===== src/rtl/key_pkg.sv =====
// ----------------------------------------------------------------------------
// key_pkg
//   Shared definitions for the key_debounce block:
//     KEY_W        number of key channels (4)
//     key_state_t  per-channel debounce FSM state
//     db_cnt()     debounce length in sys_clk cycles
//     long_cnt()   long-press threshold in sys_clk cycles
//     cnt_width()  counter width for a count of n, never below 1 bit
// ----------------------------------------------------------------------------
package key_pkg;

    localparam int unsigned KEY_W = 4;

    typedef enum logic [1:0] {
        IDLE_UP   = 2'd0,
        WAIT_DOWN = 2'd1,
        HELD_DOWN = 2'd2,
        WAIT_UP   = 2'd3
    } key_state_t;

    function automatic int unsigned db_cnt(input int unsigned clk_freq_hz,
                                           input int unsigned debounce_ms);
        return clk_freq_hz / 1000 * debounce_ms;
    endfunction

    function automatic int unsigned long_cnt(input int unsigned clk_freq_hz,
                                             input int unsigned long_ms);
        return clk_freq_hz / 1000 * long_ms;
    endfunction

    // $clog2(n) bits hold 0..n-1; a count of 1 still needs a 1-bit register.
    function automatic int unsigned cnt_width(input int unsigned n);
        return (n <= 2) ? 1 : $clog2(n);
    endfunction

endpackage


===== src/rtl/key_debounce_ch.sv =====
// ----------------------------------------------------------------------------
// key_debounce_ch
//   One debounce channel: 2-flop synchronizer, four-state debounce FSM with a
//   saturating stable-time counter and, when KEY_LONG_PRESS_EN is defined, a
//   long-press counter that emits a single pulse per press.
//
//   Parameters
//     DB_CNT      cycles the synchronized input must be stable
//     LONG_CNT    cycles held before key_long pulses (macro build only)
//   Ports
//     sys_clk     clock, rising edge
//     sys_rst     asynchronous active-high reset
//     key         raw button, active-low
//     key_level   debounced state, 1 = pressed
//     key_press   one-cycle pulse on debounced press
//     key_release one-cycle pulse on debounced release
//     key_long    one-cycle pulse when a press lasts LONG_CNT cycles
//
//   Build option: KEY_LONG_PRESS_EN enables the long-press counter; without
//   it key_long is constant 0.
// ----------------------------------------------------------------------------
module key_debounce_ch
    import key_pkg::*;
#(
    parameter int unsigned DB_CNT   = 5,
    parameter int unsigned LONG_CNT = 20
) (
    input  logic sys_clk,
    input  logic sys_rst,
    input  logic key,
    output logic key_level,
    output logic key_press,
    output logic key_release,
    output logic key_long
);

    localparam int unsigned    DB_W    = cnt_width(DB_CNT);
    localparam logic [DB_W-1:0] DB_LAST = DB_W'(DB_CNT - 1);

    logic [1:0]      sync;
    logic            s;
    key_state_t      state;
    logic [DB_W-1:0] cnt;

    // Synchronizer resets to the released level so a reset never looks like
    // a press edge.
    always_ff @(posedge sys_clk or posedge sys_rst) begin
        if (sys_rst) begin
            sync <= '1;
        end else begin
            sync <= {sync[0], key};
        end
    end

    assign s = sync[1];

    // The state that accepts the edge clears the counter; the waiting state
    // then needs DB_CNT consecutive matching samples, the last of which
    // triggers the transition, so the counter never exceeds DB_CNT-1.
    always_ff @(posedge sys_clk or posedge sys_rst) begin
        if (sys_rst) begin
            state       <= IDLE_UP;
            cnt         <= '0;
            key_level   <= 1'b0;
            key_press   <= 1'b0;
            key_release <= 1'b0;
        end else begin
            key_press   <= 1'b0;
            key_release <= 1'b0;
            case (state)
                IDLE_UP: begin
                    cnt <= '0;
                    if (!s) begin
                        state <= WAIT_DOWN;
                    end
                end
                WAIT_DOWN: begin
                    if (s) begin
                        state <= IDLE_UP;
                        cnt   <= '0;
                    end else if (cnt == DB_LAST) begin
                        state     <= HELD_DOWN;
                        cnt       <= '0;
                        key_level <= 1'b1;
                        key_press <= 1'b1;
                    end else begin
                        cnt <= cnt + 1'b1;
                    end
                end
                HELD_DOWN: begin
                    cnt <= '0;
                    if (s) begin
                        state <= WAIT_UP;
                    end
                end
                WAIT_UP: begin
                    if (!s) begin
                        state <= HELD_DOWN;
                        cnt   <= '0;
                    end else if (cnt == DB_LAST) begin
                        state       <= IDLE_UP;
                        cnt         <= '0;
                        key_level   <= 1'b0;
                        key_release <= 1'b1;
                    end else begin
                        cnt <= cnt + 1'b1;
                    end
                end
                default: begin
                    state <= IDLE_UP;
                    cnt   <= '0;
                end
            endcase
        end
    end

`ifdef KEY_LONG_PRESS_EN
    localparam int unsigned      LONG_W    = cnt_width(LONG_CNT);
    localparam logic [LONG_W-1:0] LONG_LAST = LONG_W'(LONG_CNT - 1);

    logic [LONG_W-1:0] long_cnt_q;
    logic              long_done;

    // Counts cycles spent in HELD_DOWN (paused while a release is being
    // qualified). It parks at LONG_CNT-1; long_done keeps the pulse to one
    // per press and is only cleared once the key is fully released.
    always_ff @(posedge sys_clk or posedge sys_rst) begin
        if (sys_rst) begin
            long_cnt_q <= '0;
            long_done  <= 1'b0;
            key_long   <= 1'b0;
        end else begin
            key_long <= 1'b0;
            case (state)
                IDLE_UP: begin
                    long_cnt_q <= '0;
                    long_done  <= 1'b0;
                end
                HELD_DOWN: begin
                    if (long_cnt_q == LONG_LAST) begin
                        if (!long_done) begin
                            key_long <= 1'b1;
                        end
                        long_done <= 1'b1;
                    end else begin
                        long_cnt_q <= long_cnt_q + 1'b1;
                    end
                end
                default: begin
                    long_cnt_q <= long_cnt_q;
                end
            endcase
        end
    end
`else
    assign key_long = 1'b0;
`endif

endmodule


===== src/rtl/key_debounce.sv =====
// ----------------------------------------------------------------------------
// key_debounce
//   Four independent debounced push-buttons with press / release pulses and
//   an optional long-press pulse.
//
//   Parameters
//     CLK_FREQ_HZ  sys_clk frequency in Hz
//     DEBOUNCE_MS  required stable time in ms
//     LONG_MS      long-press threshold in ms
//   Ports
//     sys_clk      clock, rising edge
//     sys_rst      asynchronous active-high reset
//     key[3:0]     raw buttons, active-low
//     key_level    debounced state, 1 = pressed
//     key_press    one-cycle pulse per debounced press
//     key_release  one-cycle pulse per debounced release
//     key_long     one-cycle pulse when a press reaches the long threshold
//
//   Build option: KEY_LONG_PRESS_EN enables long-press detection; otherwise
//   key_long is tied to 0.
// ----------------------------------------------------------------------------
module key_debounce
    import key_pkg::*;
#(
    parameter int unsigned CLK_FREQ_HZ = 50_000_000,
    parameter int unsigned DEBOUNCE_MS = 20,
    parameter int unsigned LONG_MS     = 1000
) (
    input  logic             sys_clk,
    input  logic             sys_rst,
    input  logic [KEY_W-1:0] key,
    output logic [KEY_W-1:0] key_level,
    output logic [KEY_W-1:0] key_press,
    output logic [KEY_W-1:0] key_release,
    output logic [KEY_W-1:0] key_long
);

    localparam int unsigned DB_CNT   = db_cnt(CLK_FREQ_HZ, DEBOUNCE_MS);
    localparam int unsigned LONG_CNT = long_cnt(CLK_FREQ_HZ, LONG_MS);

    for (genvar i = 0; i < KEY_W; i++) begin : g_ch
        key_debounce_ch #(
            .DB_CNT   (DB_CNT),
            .LONG_CNT (LONG_CNT)
        ) u_ch (
            .sys_clk     (sys_clk),
            .sys_rst     (sys_rst),
            .key         (key[i]),
            .key_level   (key_level[i]),
            .key_press   (key_press[i]),
            .key_release (key_release[i]),
            .key_long    (key_long[i])
        );
    end

endmodule


===== config.mk =====
export PLATFORM = sky130hd
export DESIGN_NAME = key_debounce
export DESIGN_NICKNAME = d
export VERILOG_FILES = /design/src/rtl/key_pkg.sv /design/src/rtl/key_debounce_ch.sv /design/src/rtl/key_debounce.sv
export SDC_FILE = /design/constraint.sdc
export NUM_CORES = 1
export LEC_CHECK = 0
export BUFFER_PORTS_ARGS = -buffer_cell sky130_fd_sc_hd__clkbuf_2
export CAP_MARGIN = 20
export CORE_MARGIN = 2
export CORE_UTILIZATION = 45
export DETAILED_ROUTE_END_ITERATION = 12
export GPL_TIMING_DRIVEN = 1
export PLACE_DENSITY = 0.71
export SLEW_MARGIN = 20
export SYNTH_ARGS = -nofsm -noshare
export SYNTH_HDL_FRONTEND = slang
export SYNTH_SLANG_ARGS = --single-unit

===== constraint.sdc =====
create_clock -name sys_clk -period 3.65 [get_ports sys_clk]
set_clock_uncertainty 0.2 [all_clocks]
set_input_delay 0.73 -clock sys_clk [delete_from_list [all_inputs] [get_ports sys_clk]]
set_output_delay 0.73 -clock sys_clk [all_outputs]
set_load 0.05 [all_outputs]

==> impl_metrics.py, run 1 <==
metrics = {
    "sta": {
        "rsz0062_at_grt": "false",
        "period_needed_ns": 2.55,
        "fin_crit_sh_pct": 69.8,
        "fmax_mhz": 393,
        "worstMarginPinSlew_ns": 0.855,
        "setup_viol": 0,
        "maxSlewHeadroom_pct": 42.9,
        "slew_viol_final": 0,
        "fin_setup_tns_ns": 0,
        "final_hold_viol_count": 0,
    },
    "synth": {
        "yosys_most_used_dff": "dfrtp_1",
        "netlist_instances": 505,
        "synth_cell_types": 43,
        "ys_ff_latch": 108,
        "synth_edf_count": 0,
        "syn_avg_cell_area_sq_um": 10.2,
        "synthArstFlopShare_pct": 100,
        "ys_seq_area_share_pct": 52.6,
        "synth_area_sq_um": 5150,
        "yosysWarnings": 0,
    },
    "cells_and_area": {
        "nNetsFinal": 522,
        "drive_gt1_share_pct": 10.8,
        "layout_commonest_cell": "dfrtp_1",
        "nFillCells": 985,
        "layout_common_cells": "dfrtp_1, nor2_1, xnor2_1, nand2_1, nand3_1",
        "syn2layout_area_growth_pct": 8.57,
        "num_antenna_cells": 0,
        "seq_area_sq_um": 2710,
        "multi_input_area_sq_um": 2200,
        "final_cells": 660,
    },
    "die": {
        "dieWidth_um": 111,
        "ios": 22,
        "die_h_um": 111,
        "coreArea_sq_um": 11300,
        "num_rows": 39,
        "start_util_pct": 45.5,
        "die-area_sq_um": 12300,
    },
    "place": {
        "dpl.hpwl_mm": 5.81,
        "gp_congestion": 0.801,
        "dp_cells": 644,
        "io_buffer_count": 17,
    },
    "outcome": {
        "status": "complete, no violations",
    },
    "global_routing": {
        "grtUsageTotal_pct": 15.0,
        "grt_first_pass_wirelength_mm": 15.5,
        "grt_max_degree": 52,
        "antenna_found_initial": 0,
        "grt_pass1_vias": 3535,
        "overflow": 0,
    },
    "route": {
        "wl_per_cell_um": 13.3,
        "vias": 3558,
        "dr.pass1.iters": 4,
        "drc": 0,
        "initialDrtViolationCount": 247,
        "antenna_left": 0,
        "routed_wl_mm": 8.79,
        "via_per_inst": 5.39,
    },
    "worst_setup_path": {
        "worstPathRequired_ns": 3.66,
        "reg2reg_to": "g_ch[0].u_ch.cnt[5]",
        "crit_type": "flip-flop to flip-flop",
        "slowest_stage": "nor4_1",
        "endpoint_kind": "flip-flop",
        "r2r_cells": 5,
        "crit_arrival_ns": 2.56,
        "r2r-start": "g_ch[0].u_ch.cnt[0]",
        "critPathMaxStageDelay_ns": 0.68,
        "rrSetupSlack_ns": 1.10,
        "cp_max_fo": 20,
        "startpoint_type": "flip-flop",
        "cp_cell_sequence": "ha_1 -> nand2_1 -> nor4_1 -> a21o_1 -> nor2_1",
    },
    "cts": {
        "clkTransAtPathRegs_ns": 0.07,
        "cts_root_buf": "clkbuf_16",
        "tritoncts": "yes",
        "cts_resized": 0,
        "cts_hold_buf": 0,
        "clockBufferDepth": 2,
        "h-tree-depth": 3,
        "post_cts_buffers": 0,
        "cts_sinks": 108,
        "numCtsBuffers": 9,
        "insertion_delay_ns": 0.35,
    },
    "worst_hold_path": {
        "worstHoldStart": "g_ch[1].u_ch.sync[0]",
        "whs_endpoint": "g_ch[1].u_ch.sync[1]",
        "worstHoldPathCells": 0,
        "hold_path_class": "flip-flop to flip-flop",
    },
    "power_and_ir_drop": {
        "p_leak_nw": 2.24,
        "power-per-cell-area_nw_per_um2": 408,
        "ir_worst_vdd_mv": 0.309,
    },
    "flow_run": {
        "maxCapViolCount": 0,
    },
}
## metal layers
layer	share of wire, %	track usage [%]
met4	1.5	5.60
met1	47	18.1
met5	0	0
met3	2.5	4.21
met2	49	25.8
## flip-flops by register name, summed over array words and instances, names as in the netlist, named ones only
register,count
g_ch.u_ch.cnt,80
g_ch.u_ch.key_level,4
g_ch.u_ch.key_press,4
g_ch.u_ch.key_release,4
g_ch.u_ch.state,4
g_ch.u_ch.sync,8
## cells by family (layout without fill, tap and decap cells)
group | Yosys count | count (layout) | synth area share (%)
xor gates and xnor gates | 59 | 59 | 10.0
adders and majority gates | 4 | 4 | 0.971
muxes | 4 | 4 | 0.777
and+or+nand+nor | 235 | 235 | 24.9
AOI/OAI and AO/OA | 46 | 46 | 5.70
buffers and inverters | 48 | 57 | 4.95
DFF | 108 | 108 | 52.6
other | 1 | 4 | 0.0727
## worst max-delay path: cells and delay by family (launching register included)
kind	cells	cell delay, ns
compound gates	1	0.63
flops	1	0.39
fa+ha+maj	1	0.22
simple gates	3	0.97
## worst max-delay path by stage
stage	to	cells after the start	startpoint
6_report	g_ch[0].u_ch.cnt[5]	5	g_ch[0].u_ch.cnt[0]
5_1_grt	g_ch[0].u_ch.cnt[3]	5	g_ch[0].u_ch.cnt[0]
4_1_cts	g_ch[0].u_ch.cnt[5]	5	g_ch[0].u_ch.cnt[0]
3_5_place_dp	g_ch[0].u_ch.cnt[5]	5	g_ch[0].u_ch.cnt[0]
3_3_place_gp	g_ch[0].u_ch.cnt[10]	5	g_ch[0].u_ch.cnt[0]
2_1_floorplan	async pin	1	sys_rst
## where the power goes
part / internal (W) / switching, W / leakage [nW]
clock network: 0.000543 / 0.000458 / 0.151
registers: 0.00121 / 0.0000103 / 1.47
logic: 0.0000131 / 0.0000515 / 0.624
total: 0.00177 / 0.000519 / 2.24
## per-stage QoR
stage	util (%)	total power [W]	worst slack (ns)	instance area, sq um	hold slack (ns)
floorplan	-	0.00130	1.43	5170	0.145
detailed placement	46.7	0.00131	1.11	5290	0.147
global placement	46.7	0.00131	1.21	5290	0.145
finish	49.4	0.00229	1.10	5600	0.157
global route	49.4	0.00238	0.888	5600	0.158
CTS	49.4	0.00232	1.10	5600	0.157
## Yosys cell counts, types with 2 or more instances
master     instances  area (sq um)
dfrtp_1          100          2500
nor2_1            79           297
xnor2_1           41           359
nand2_1           28           105
nand3_1           28           140
inv_1             22          82.6
buf_4             18           135
xor2_1            18           158
a21oi_1           17          85.1
nor4_1            15          93.8
nand4_1           14          87.6
nor3_1            13          65.1
and4_1            10          87.6
o31ai_1            9          67.6
or3_1              9          56.3
or4_1              9          67.6
dfstp_2            8           210
o21ai_0            7          35.0
buf_2              6          30.0
a21o_1             4          30.0
and2_1             4          25.0
ha_1               4          50.1
mux2i_1            4          40.0
nor4b_1            4          35.0
and3_1             3          18.8
and4b_1            3          30.0
a211o_1            2          17.5
a21boi_0           2          15.0
a2bb2oi_1          2          17.5
a41oi_1            2          17.5
clkbuf_1           2          7.51
nand3b_1           2          15.0
nand4_4            2          42.5
nand4b_1           2          17.5
nor4_2             2          25.0
or3_4              2          22.5
or3b_2             2          17.5
## final cells by class
class | instances | share of cell area [%]
flip-flops and latches | 108 | 48.5
multi-input cells | 352 | 39.3
clock buffers | 9 | 4.02
well taps | 143 | 3.20
repair buffers | 19 | 2.01
inverters | 22 | 1.54
clock inverters | 7 | 1.48
(Power assumes the default switching activity.)
==> run 2, diff against run 1 <==
==> constraint.sdc (replaced) <==
create_clock -name sys_clk -period 2.2 [get_ports sys_clk]
set_clock_uncertainty 0.2 [all_clocks]
set_input_delay 0.44 -clock sys_clk [delete_from_list [all_inputs] [get_ports sys_clk]]
set_output_delay 0.44 -clock sys_clk [all_outputs]
set_load 0.05 [all_outputs]
==> run 2 against run 1 <==
- cell area is 3.6% higher
- final cell count is 3.0% higher
- first-iteration DRC count is 6.9% lower
- combinational power is 100% higher
- die area did not move
- critical endpoint is now g_ch[2].u_ch.cnt[18]
==> impl_metrics.py, run 2 (same netlist as run 1, synthesis figures left out) <==
metrics = {
    "sta": {
        "period_needed_ns": 2.00,
        "slew_viol_final": 0,
        "final_hold_viol_count": 0,
        "fin_setup_tns_ns": 0,
        "fmax_mhz": 499,
        "setup_ws_ns": 0.197,
        "finalHoldWorstSlack_ns": 0.155,
        "rsz0062_at_grt": "false",
        "setup_viol": 0,
        "fin_crit_sh_pct": 91.0,
    },
    "die": {
        "start_util_pct": 45.5,
        "die_h_um": 111,
        "dieWidth_um": 111,
        "coreArea_sq_um": 11300,
        "ios": 22,
        "num_rows": 39,
        "die-area_sq_um": 12300,
    },
    "power_and_ir_drop": {
        "combPwrFrac_pct": 3.6,
        "p_leak_nw": 2.35,
        "power-per-cell-area_nw_per_um2": 642,
        "swShare_pct": 20.5,
        "power_switching_w": 0.000762,
        "ir_worst_vdd_mv": 0.398,
        "seqPwrFrac_pct": 54.5,
        "clkPwrFrac_pct": 42.0,
        "p_int_w": 0.00296,
    },
    "cts": {
        "h-tree-depth": 3,
        "post_cts_buffers": 0,
        "clockBufferDepth": 2,
        "insertion_delay_ns": 0.34,
        "cts_sinks": 108,
        "numCtsBuffers": 9,
        "clkTransAtPathRegs_ns": 0.06,
        "tritoncts": "yes",
        "cts_root_buf": "clkbuf_16",
    },
    "route": {
        "antenna_left": 0,
        "via_per_inst": 5.39,
        "wl_per_cell_um": 13.0,
        "drc": 0,
        "routed_wl_mm": 8.84,
        "initialDrtViolationCount": 230,
        "vias": 3668,
        "dr.pass1.iters": 6,
    },
    "cells_and_area": {
        "nNetsFinal": 543,
        "layout_common_cells": "dfrtp_1, nor2_1, xnor2_1, nand2_1, nand3_1",
        "nFillCells": 968,
        "layout_commonest_cell": "dfrtp_1",
        "drive_gt1_share_pct": 12.8,
        "num_antenna_cells": 0,
        "largestRegisters": "g_ch.u_ch.cnt: 80 flops, g_ch.u_ch.sync: 8 flops",
        "syn2layout_area_growth_pct": 12.5,
        "largest_reg_flops": 80,
        "largest_register": "g_ch.u_ch.cnt",
    },
    "global_routing": {
        "grtUsageTotal_pct": 15.3,
        "overflow": 0,
        "grt_pass1_vias": 3561,
        "grt_max_degree": 60,
        "grt_first_pass_wirelength_mm": 15.9,
        "antenna_found_initial": 0,
    },
    "place": {
        "io_buffer_count": 17,
        "dpl.hpwl_mm": 6.09,
        "dp_slack_ns": 0.172,
        "gp_congestion": 0.815,
    },
    "worst_setup_path": {
        "startpoint_type": "flip-flop",
        "reg2reg_to": "g_ch[2].u_ch.cnt[18]",
        "rrSetupSlack_ns": 0.20,
        "crit_type": "flip-flop to flip-flop",
        "crit_arrival_ns": 2.07,
        "endpoint_kind": "flip-flop",
        "worstPathRequired_ns": 2.27,
        "r2r-start": "g_ch[2].u_ch.cnt[0]",
        "r2r_cells": 5,
        "cp_max_fo": 5,
    },
    "worst_hold_path": {
        "worstHoldStart": "g_ch[1].u_ch.sync[0]",
        "worstHoldPathCells": 0,
        "hold_path_class": "flip-flop to flip-flop",
        "whs_endpoint": "g_ch[1].u_ch.sync[1]",
    },
    "flow_run": {
        "maxCapViolCount": 0,
    },
    "outcome": {
        "status": "complete, no violations",
    },
}
==> run 2: area by class of cell <==
cell class | count | area [sq um] | area share (%)
inverters | 22 | 86.3 | 1.49
well taps | 143 | 179 | 3.08
clock buffers | 13 | 250 | 4.31
clock inverters | 2 | 35.0 | 0.604
repair buffers | 40 | 333 | 5.74
multi-input cells | 352 | 2200 | 38.0
flip-flops and latches | 108 | 2710 | 46.8
==> run 2: worst max path at each step <==
| stage | slack [ns] | startpoint | endpoint | cells after the start |
|---|---|---|---|---|
| floorplan | 0.19 | g_ch[1].u_ch.cnt[0] | g_ch[1].u_ch.cnt[10] | 7 |
| global route | 0.04 | g_ch[2].u_ch.cnt[0] | g_ch[2].u_ch.cnt[19] | 8 |
| detailed placement | 0.17 | g_ch[2].u_ch.cnt[0] | g_ch[2].u_ch.key_level | 7 |
| finish | 0.20 | g_ch[2].u_ch.cnt[0] | g_ch[2].u_ch.cnt[18] | 5 |
| global placement | 0.23 | g_ch[2].u_ch.cnt[0] | g_ch[2].u_ch.cnt[18] | 5 |
| CTS | 0.15 | g_ch[2].u_ch.cnt[0] | g_ch[2].u_ch.key_level | 7 |
==> run 2: critical path, cell delays in order, from the launching register on <==
cell	delay, ns
dfrtp_1	0.40
ha_1	0.22
nand3_2	0.08
or3_4	0.42
or4_1	0.47
a21oi_1	0.14
==> run 2: power by group through the flow <==
stage,Sequential [W],Combinational [W],Clock [W]
finish,0.00203,0.000132,0.00156
global route,0.00203,0.000151,0.00168
CTS,0.00203,0.000137,0.00161
detailed placement,0.00206,0.000130,0
global placement,0.00206,0.000128,0
floorplan,0.00206,0.0000914,0
==> run 2: metal layers <==
layer | routed length, um | track usage, % | up-vias | part of all wire, %
li1 | - | - | 1803 | -
met1 | 4100 | 20.0 | 1802 | 46
met2 | 4380 | 25.6 | 47 | 50
met3 | 182 | 1.91 | 16 | 2.1
met4 | 170 | 6.67 | 0 | 1.9
met5 | 0 | 0 | - | 0
==> run 2: timing repair <==
action,in CTS,in global routing
gates resized for setup,0,1
endpoints found under the setup margin,0,2
hold endpoints to repair,31,0
hold buffers,5,0
==> run 2: metrics by stage <==
stage | cell area (sq um) | total power, W | std cells | utilization (%)
after CTS | 5790 | 0.00377 | 680 | 51.2
after floorplan | 5170 | 0.00215 | 508 | -
final | 5800 | 0.00372 | 680 | 51.2
after global placement | 5460 | 0.00219 | 660 | 48.2
after global routing | 5800 | 0.00386 | 680 | 51.2
after detailed placement | 5460 | 0.00219 | 660 | 48.2
